## src/rtl/fetch_decode_queue_pkg.sv

```systemverilog
// Shared packet layout and constants for the fetch/decode boundary queue.
package fetch_decode_queue_pkg;

  localparam int GHR_W       = 4;
  localparam int FETCH_PKT_W = 101;

  localparam int PKT_PC_LSB      = 0;
  localparam int PKT_INSTR_LSB   = 32;
  localparam int PKT_PRED_PC_LSB = 64;
  localparam int PKT_GHR_LSB     = 96;
  localparam int PKT_PRED_VALID  = 100;

  localparam logic [31:0] NOP_INSTR = 32'h0000_0013;

  // Packed MSB-first, so pc lands in [31:0] and pred_valid in [100].
  typedef struct packed {
    logic             pred_valid;
    logic [GHR_W-1:0] ghr;
    logic [31:0]      pred_pc;
    logic [31:0]      instr;
    logic [31:0]      pc;
  } fetch_pkt_t;

endpackage

```

## src/rtl/fdq_storage.sv

```systemverilog
// Packet register array: one synchronous write port, one asynchronous read port.
module fdq_storage
  import fetch_decode_queue_pkg::*;
#(
  parameter int DEPTH = 2,
  parameter int W     = FETCH_PKT_W,
  parameter int AW    = $clog2(DEPTH)
) (
  input  logic          clk,
  input  logic          we_i,
  input  logic [AW-1:0] waddr_i,
  input  logic [W-1:0]  wdata_i,
  input  logic [AW-1:0] raddr_i,
  output logic [W-1:0]  rdata_o
);

  logic [W-1:0] mem_q [DEPTH];

  // No reset: the top masks the read data whenever the queue is empty.
  always_ff @(posedge clk) begin
    if (we_i) mem_q[waddr_i] <= wdata_i;
  end

  assign rdata_o = mem_q[raddr_i];

endmodule

```

## src/rtl/fetch_decode_queue.sv

```systemverilog
// Elastic IF/ID queue: first-word-fall-through FIFO of fetch packets with flush.
module fetch_decode_queue #(
  parameter int          DEPTH     = 2,
  parameter logic [31:0] NOP_INSTR = fetch_decode_queue_pkg::NOP_INSTR
) (
  input  logic                       clk,
  input  logic                       rst,
  input  logic                       in_valid,
  output logic                       in_ready,
  input  logic [31:0]                in_pc,
  input  logic [31:0]                in_instr,
  input  logic [31:0]                in_pred_pc,
  input  logic [3:0]                 in_ghr,
  input  logic                       in_pred_valid,
  input  logic                       flush,
  output logic                       out_valid,
  input  logic                       out_ready,
  output logic [31:0]                out_pc,
  output logic [31:0]                out_instr,
  output logic [31:0]                out_pred_pc,
  output logic [3:0]                 out_ghr,
  output logic                       out_pred_valid,
  output logic [$clog2(DEPTH+1)-1:0] count
);

  import fetch_decode_queue_pkg::*;

  localparam int PW = $clog2(DEPTH);
  localparam int CW = $clog2(DEPTH+1);

  logic [PW-1:0] wr_ptr_q, wr_ptr_d;
  logic [PW-1:0] rd_ptr_q, rd_ptr_d;
  logic [CW-1:0] count_q, count_d;

  logic       not_empty;
  logic       push, pop;
  fetch_pkt_t wr_pkt, rd_pkt;

  assign not_empty = (count_q != '0);
  assign in_ready  = (count_q != CW'(DEPTH));
  assign out_valid = not_empty & ~flush;
  assign push      = in_valid & in_ready & ~flush;
  assign pop       = out_valid & out_ready;

  assign wr_pkt.pc         = in_pc;
  assign wr_pkt.instr      = in_instr;
  assign wr_pkt.pred_pc    = in_pred_pc;
  assign wr_pkt.ghr        = in_ghr;
  assign wr_pkt.pred_valid = in_pred_valid;

  fdq_storage #(
    .DEPTH (DEPTH),
    .W     (FETCH_PKT_W)
  ) u_storage (
    .clk     (clk),
    .we_i    (push),
    .waddr_i (wr_ptr_q),
    .wdata_i (wr_pkt),
    .raddr_i (rd_ptr_q),
    .rdata_o (rd_pkt)
  );

  always_comb begin
    wr_ptr_d = wr_ptr_q;
    rd_ptr_d = rd_ptr_q;
    count_d  = count_q;
    if (flush) begin
      wr_ptr_d = '0;
      rd_ptr_d = '0;
      count_d  = '0;
    end else begin
      if (push) wr_ptr_d = wr_ptr_q + 1'b1;
      if (pop)  rd_ptr_d = rd_ptr_q + 1'b1;
      if (push && !pop)      count_d = count_q + 1'b1;
      else if (pop && !push) count_d = count_q - 1'b1;
    end
  end

  always_ff @(posedge clk or posedge rst) begin
    if (rst) begin
      wr_ptr_q <= '0;
      rd_ptr_q <= '0;
      count_q  <= '0;
    end else begin
      wr_ptr_q <= wr_ptr_d;
      rd_ptr_q <= rd_ptr_d;
      count_q  <= count_d;
    end
  end

  // Empty slots may hold stale or uninitialised data, so mask on occupancy.
  assign out_pc         = not_empty ? rd_pkt.pc         : '0;
  assign out_instr      = not_empty ? rd_pkt.instr      : NOP_INSTR;
  assign out_pred_pc    = not_empty ? rd_pkt.pred_pc    : '0;
  assign out_ghr        = not_empty ? rd_pkt.ghr        : '0;
  assign out_pred_valid = not_empty ? rd_pkt.pred_valid : 1'b0;
  assign count          = count_q;

endmodule

```

## config.mk

```make
export PLATFORM = sky130hd
export DESIGN_NAME = fetch_decode_queue
export DESIGN_NICKNAME = d
export VERILOG_FILES = /design/src/rtl/fetch_decode_queue_pkg.sv /design/src/rtl/fdq_storage.sv /design/src/rtl/fetch_decode_queue.sv
export SDC_FILE = /design/constraint.sdc
export NUM_CORES = 1
export LEC_CHECK = 0
export BUFFER_PORTS_ARGS = -buffer_cell sky130_fd_sc_hd__buf_4
export CAP_MARGIN = 20
export CORE_UTILIZATION = 50
export CTS_BUF_LIST = sky130_fd_sc_hd__clkbuf_8 sky130_fd_sc_hd__clkbuf_16
export CTS_CLUSTER_DIAMETER = 50
export DETAILED_ROUTE_END_ITERATION = 16
export GPL_TIMING_DRIVEN = 0
export PLACE_DENSITY = 0.83
export SETUP_SLACK_MARGIN = 0.5
export SYNTH_ARGS = -nofsm -noshare
export SYNTH_HDL_FRONTEND = slang
export SYNTH_SLANG_ARGS = --single-unit
```

## constraint.sdc

```tcl
create_clock -name clk -period 15.6 [get_ports clk]
set_clock_uncertainty 0.1 [all_clocks]
set_input_delay 1.56 -clock clk [delete_from_list [all_inputs] [get_ports clk]]
set_output_delay 1.56 -clock clk [all_outputs]
set_load 0.05 [all_outputs]
```

Yosys cells after proc, flatten, opt, wreduce, memory -nomap -nowiden
Memory sizes are Yosys's and may differ from the RTL's.
Index checks and enable logic that the tools add are counted.
- flip-flop bits (word level): 4
- latch bits: 0
- bits in writable memories: 202
- memory bits (read-only): 0
- bits of input ports: 106
- output and inout bits: 105
- word-level logic and storage cells: 36
- memories kept: 1
- add/subtract/negate cells: 4
- $mul: 0
- divide/modulo/power cells: 0
- $lt $le $gt $ge: 0
- eq/ne operators: 1
- shifts and indexed selects: 0
- multiplexer cells: 14
- bitwise gates (word level): 5
- reduce and logical (&&, ||, !) cells: 8
- memory list (name ; depth ; width ; read ports ; clocked after memory_dff ; wr ports ; line ; RTL):
    u_storage.mem_q ; 2 ; 101 ; 1 ; 0 ; 1 ; fdq_storage.sv:17 ; logic [W-1:0] mem_q [DEPTH];
- operators by type and width (kind ; number):
    $mux W32 ; 3
    $mux W1 ; 7
    $mux W2 ; 3
    $reduce_bool A2 Y1 ; 3
    $and A1 B1 Y1 ; 4
    $mux W4 ; 1
    $reduce_bool A3 Y1 ; 1
    $add A1 B1 Y1 const B ; 2
    $add A2 B1 Y2 const B ; 1
    $logic_and A1 B1 Y1 ; 2
    $logic_not A1 Y1 ; 2
    $ne A2 B2 Y1 const B ; 1
    $sub A2 B1 Y2 const B ; 1
    $not A1 Y1 ; 1

Depth between registers and ports, before layout
- depth after elaboration: 8
- mapped depth: 5

Cells and area by module
From an unflattened synthesis, not the netlist that was laid out.
- cell total of the unflattened synthesis: 454
- area, all modules: 8664.6 sq um
- modules (own cells, without submodules) (module ; times used ; cells an instance ; area an instance (sq um) ; seq. area each (sq um)):
    fdq_storage ; 1 ; 316 ; 7749.9 ; 6065.8
    fetch_decode_queue ; 1 ; 138 ; 914.6 ; 100.1

Least setup slack after synthesis
No wires, ideal clock.
- path kind: in2reg
- start: input in_valid
- end: memory u_storage.mem_q[1][0] in the netlist's numbering, enable pin
- arrival time: 8.978 ns
- data required time: 14.793 ns
- setup slack: 5.815 ns
- stages on the path: 2
- buffers on the path: 0
- path through: nand2_1 > nor3b_1
- cells in the longest elaborated chain, start to end: 4
- RTL lines (what ; line ; RTL):
    start, declared ; fetch_decode_queue.sv:8 ; input logic in_valid,
    $and A1 B1 Y1 (2 in a row) ; fetch_decode_queue.sv:42 ; assign push = in_valid & in_ready & ~flush;
    $mux W1 ; fdq_storage.sv:21 ; if (we_i) mem_q[waddr_i] <= wdata_i;
    $mux W1 (not written as such) ; fdq_storage.sv:21 ;
    end, declared ; fdq_storage.sv:17 ;
Every way passes these cells.

Worst setup path after layout
- start: input flush
- end: output out_valid
- cells in the longest elaborated chain, start to end: 2
- RTL lines (what ; line ; RTL):
    start, declared ; fetch_decode_queue.sv:15 ; input logic flush,
    $not A1 Y1 ; fetch_decode_queue.sv:41 ; assign out_valid = not_empty & ~flush;
    $and A1 B1 Y1 ; fetch_decode_queue.sv:41 ;
    end, declared ; fetch_decode_queue.sv:16 ; output logic out_valid,
Every way passes these cells.

==> flow_metrics.env <==
export IMPL_vias=4651
export IMPL_portBuffers=210
export IMPL_drv_slew=0
export IMPL_htree_num_levels=1
export IMPL_sequentialPowerShare_pct=46.5
export IMPL_placement_rows=45
export IMPL_drt_first_pass_iters=4
export IMPL_cts_sink_count=206
export IMPL_cts_hold_buf=0
export IMPL_share_of_flip_flops_with_an_asynchronous_set_or_reset_after_synthesis_pct=1.94
export IMPL_postSynthAreaPerCell_sq_um=17.3
export IMPL_worstReg2RegEnd="u_storage.mem_q[0][65]$_DFFE_PP_"
export IMPL_netlist_cell_type_count=21
export IMPL_worstPathRequired_ns=13.94
export IMPL_remaining_drc_errors=0
export IMPL_cp_start_kind="input pin"
export IMPL_cts_tree="built"
export IMPL_finalSetupViolations=0
export IMPL_worst_r2r_setup_slack_ns=12.93
export IMPL_detail_route_wirelength_um=16000
export IMPL_reg2reg_depth=8
export IMPL_grt_overflow=0
export IMPL_part_of_the_cycle_the_worst_path_needs_pct=23.5
export IMPL_drv_cap=0
export IMPL_global_route_wire_length_before_repair_um=24800
export IMPL_gp_congestion=0.721
export IMPL_cpMostUsedCell="buf_4"
export IMPL_static_leakage_power_uw=0.00406
export IMPL_internal_power_uw=1020
export IMPL_share_comb_of_total_power_pct=16.3
export IMPL_ys_seq_area_share_pct=78.0
export IMPL_starting_density_of_the_core_pct=51.6
export IMPL_clockPowerShare_pct=37.3
export IMPL_cts_buffers_inserted=22
export IMPL_syn_nets=562
export IMPL_cts_resized=0
export IMPL_postCtsSetupBuffers=0
export IMPL_detail_route_iter0_violations=211
export IMPL_post_route_cells_drive_above_1_share_pct=40.1
export IMPL_die_area_sq_um=16300
export IMPL_critPathKind="input pin to primary output"
export IMPL_ys_seq_elements=206
export IMPL_whs_path_depth=2
export IMPL_finish_utilization_pct=70.0
export IMPL_antenna_violations_before_repair=0
export IMPL_cp_data_arrival_time_ns=2.01
export IMPL_antenna_violating_nets_post_route=0
export IMPL_worstHoldStart="wr_ptr_q$_DFFE_PP0P_"
export IMPL_layout_net_count=815
export IMPL_grt_max_degree=15
export IMPL_capturing_element_type_of_the_critical_path="primary output"
export IMPL_cell_by_cell_trace_of_the_critical_path="buf_4 -> nor2_1 -> buf_4"
export IMPL_crit_slowest_cell="buf_4"
export IMPL_syn2layout_area_growth_pct=35.5
export IMPL_reg2reg_from="count[1]$_DFFE_PP0P_"
export IMPL_number_of_enable_flip_flop_cells_after_synthesis=202
export IMPL_holdPathEnd="wr_ptr_q$_DFFE_PP0P_"
export IMPL_slowest_delay_ns=0.20
export IMPL_setup_total_negative_slack_ns=0
export IMPL_post_synth_instance_area_sq_um=7910
export IMPL_root_driver="clkbuf_16"
export IMPL_tightestPinTransition_ns=1.01
export IMPL_fin_crit_ns=3.67
export IMPL_powerDensity_nw_per_um2=128
export IMPL_cts_path_max_buffers=3
export IMPL_worst_hold_slack_ns=0.510
export IMPL_final_hold_violation_count=0
export IMPL_grt_pass1_vias=4875
export IMPL_groute_usage_overall_pct=19.7
export IMPL_yosys_warnings=0
export IMPL_cts_reportedPaths_clkPinSlew_ns=0.06
export IMPL_net_switching_power_uw=349
export IMPL_status="finished, final reports clean"
export IMPL_critPathMaxFanout=7
export IMPL_n_antenna_cell=0
export IMPL_filler_cell_count=1026
export IMPL_hold_class="flop to flop"
export IMPL_avgRoutedWirePerCell_um=17.1
export IMPL_post_dp_hpwl_um=11200
export IMPL_synth_ff_type="edfxtp_1"
export IMPL_core_area_sq_um=15300
export IMPL_fp_dieW_um=128
export IMPL_floorplan_io_pins=211
export IMPL_grt_setup_unrepaired="no"
export IMPL_maxSlewHeadroom_pct=32.6
export IMPL_clk_insertion_delay_late_ns=0.48
export IMPL_vdd_ir_drop_worst_v=0.000110
export IMPL_die_height_um=128
export IMPL_p_sw_share_pct=25.5
export IMPL_post_synth_inst_count=456
export IMPL_drt_vias_per_instance=4.97
export IMPL_upper_clock_frequency_limit_mhz=272
==> kinds of logic after synthesis <==
logic type / after synthesis / synth area share, %
compound gates: 11 / 0.760
xor+xnor: 1 / 0.111
buf+inv: 27 / 2.61
flops: 206 / 78.0
mux: 102 / 12.9
simple gates: 109 / 5.62
==> cell type report <==
class	instances	area (sq um)	share of cell area (%)
flip-flops and latches	206	6170	57.6
repair buffers	229	1810	16.9
multi-input cells	223	1540	14.4
clock buffers	25	603	5.63
well taps	211	264	2.46
plain buffers	24	195	1.82
clock inverters	14	124	1.16
inverters	3	11.3	0.105
==> sequential cells by signal, summed over array words and instances (netlist names) <==
register and flops:
u_storage.mem_q 202, rd_ptr_q 1, wr_ptr_q 1, count 2
==> synth_stat cells (2+ instances only) <==
cell type / count / area (sq um)
edfxtp_1: 202 / 6070
buf_4: 5 / 37.5
inv_1: 3 / 11.3
dfrtp_1: 4 / 100
a21oi_1: 4 / 20.0
nor3b_1: 2 / 15.0
o21ai_0: 5 / 25.0
nor2_1: 100 / 375
mux2i_1: 102 / 1020
buf_2: 9 / 45.0
buf_6: 10 / 113
==> worst max path at each step <==
| stage | startpoint | end | slack [ns] | depth (start not counted) |
|---|---|---|---|---|
| floorplan | in_valid | u_storage.mem_q[1][0]$_DFFE_PP_ | 5.81 | 2 |
| global placement | in_valid | u_storage.mem_q[1][70]$_DFFE_PP_ | 2.18 | 3 |
| detailed placement | flush | out_valid | 11.94 | 3 |
| CTS | count[0]$_DFFE_PP0P_ | out_ghr[1] | 11.89 | 6 |
| global route | count[0]$_DFFE_PP0P_ | out_ghr[1] | 11.83 | 6 |
| finish | flush | out_valid | 11.93 | 3 |
==> per-layer routing <==
| layer | up-vias | wire [um] | GRT usage [%] |
|---|---|---|---|
| li1 | 2202 | - | - |
| met1 | 2229 | 6170 | 23.5 |
| met2 | 191 | 8170 | 34.5 |
| met3 | 29 | 1360 | 5.72 |
| met4 | 0 | 325 | 6.09 |
| met5 | - | 0 | 0 |
==> stage by stage <==
stage | worst slack [ns] | area [sq um] | power [uW] | instances
2_1_floorplan | 5.81 | 7910 | 792 | 456
3_3_place_gp | 2.18 | 9750 | 866 | 877
3_5_place_dp | 11.94 | 9990 | 870 | 896
4_1_cts | 11.89 | 10700 | 1380 | 935
5_1_grt | 11.83 | 10700 | 1420 | 935
6_report | 11.93 | 10700 | 1370 | 935
==> power by group through the flow <==
| stage | clock [uW] | combinational (uW) | sequential (uW) |
|---|---|---|---|
| after global placement | 0 | 213 | 653 |
| final | 510 | 222 | 635 |
| after CTS | 522 | 224 | 635 |
| after detailed placement | 0 | 223 | 647 |
| after floorplan | 0 | 141 | 652 |
| after global routing | 545 | 235 | 636 |
==> worst max-delay path, delay by kind of cell <==
kind | cells | cell delay (ns)
AND/OR/NAND/NOR | 1 | 0.11
buffers and inverters | 2 | 0.34
==> cell usage in the layout, fill, tap and decap left out, types with 2 or more instances in the layout <==
| master | synthesis | routed |
|---|---|---|
| clkbuf_8 | 0 | 2 |
| o21ai_0 | 5 | 5 |
| a21oi_1 | 4 | 4 |
| nor2_1 | 100 | 100 |
| buf_6 | 10 | 25 |
| edfxtp_1 | 202 | 202 |
| inv_6 | 0 | 2 |
| inv_1 | 3 | 6 |
| clkbuf_16 | 0 | 23 |
| buf_4 | 5 | 215 |
| clkinv_1 | 0 | 4 |
| buf_2 | 9 | 9 |
| buf_8 | 0 | 4 |
| dfrtp_1 | 4 | 4 |
| mux2i_1 | 102 | 102 |
| bufinv_16 | 0 | 2 |
| clkinvlp_4 | 0 | 2 |
Note: power is estimated with default switching activity, not from simulation.
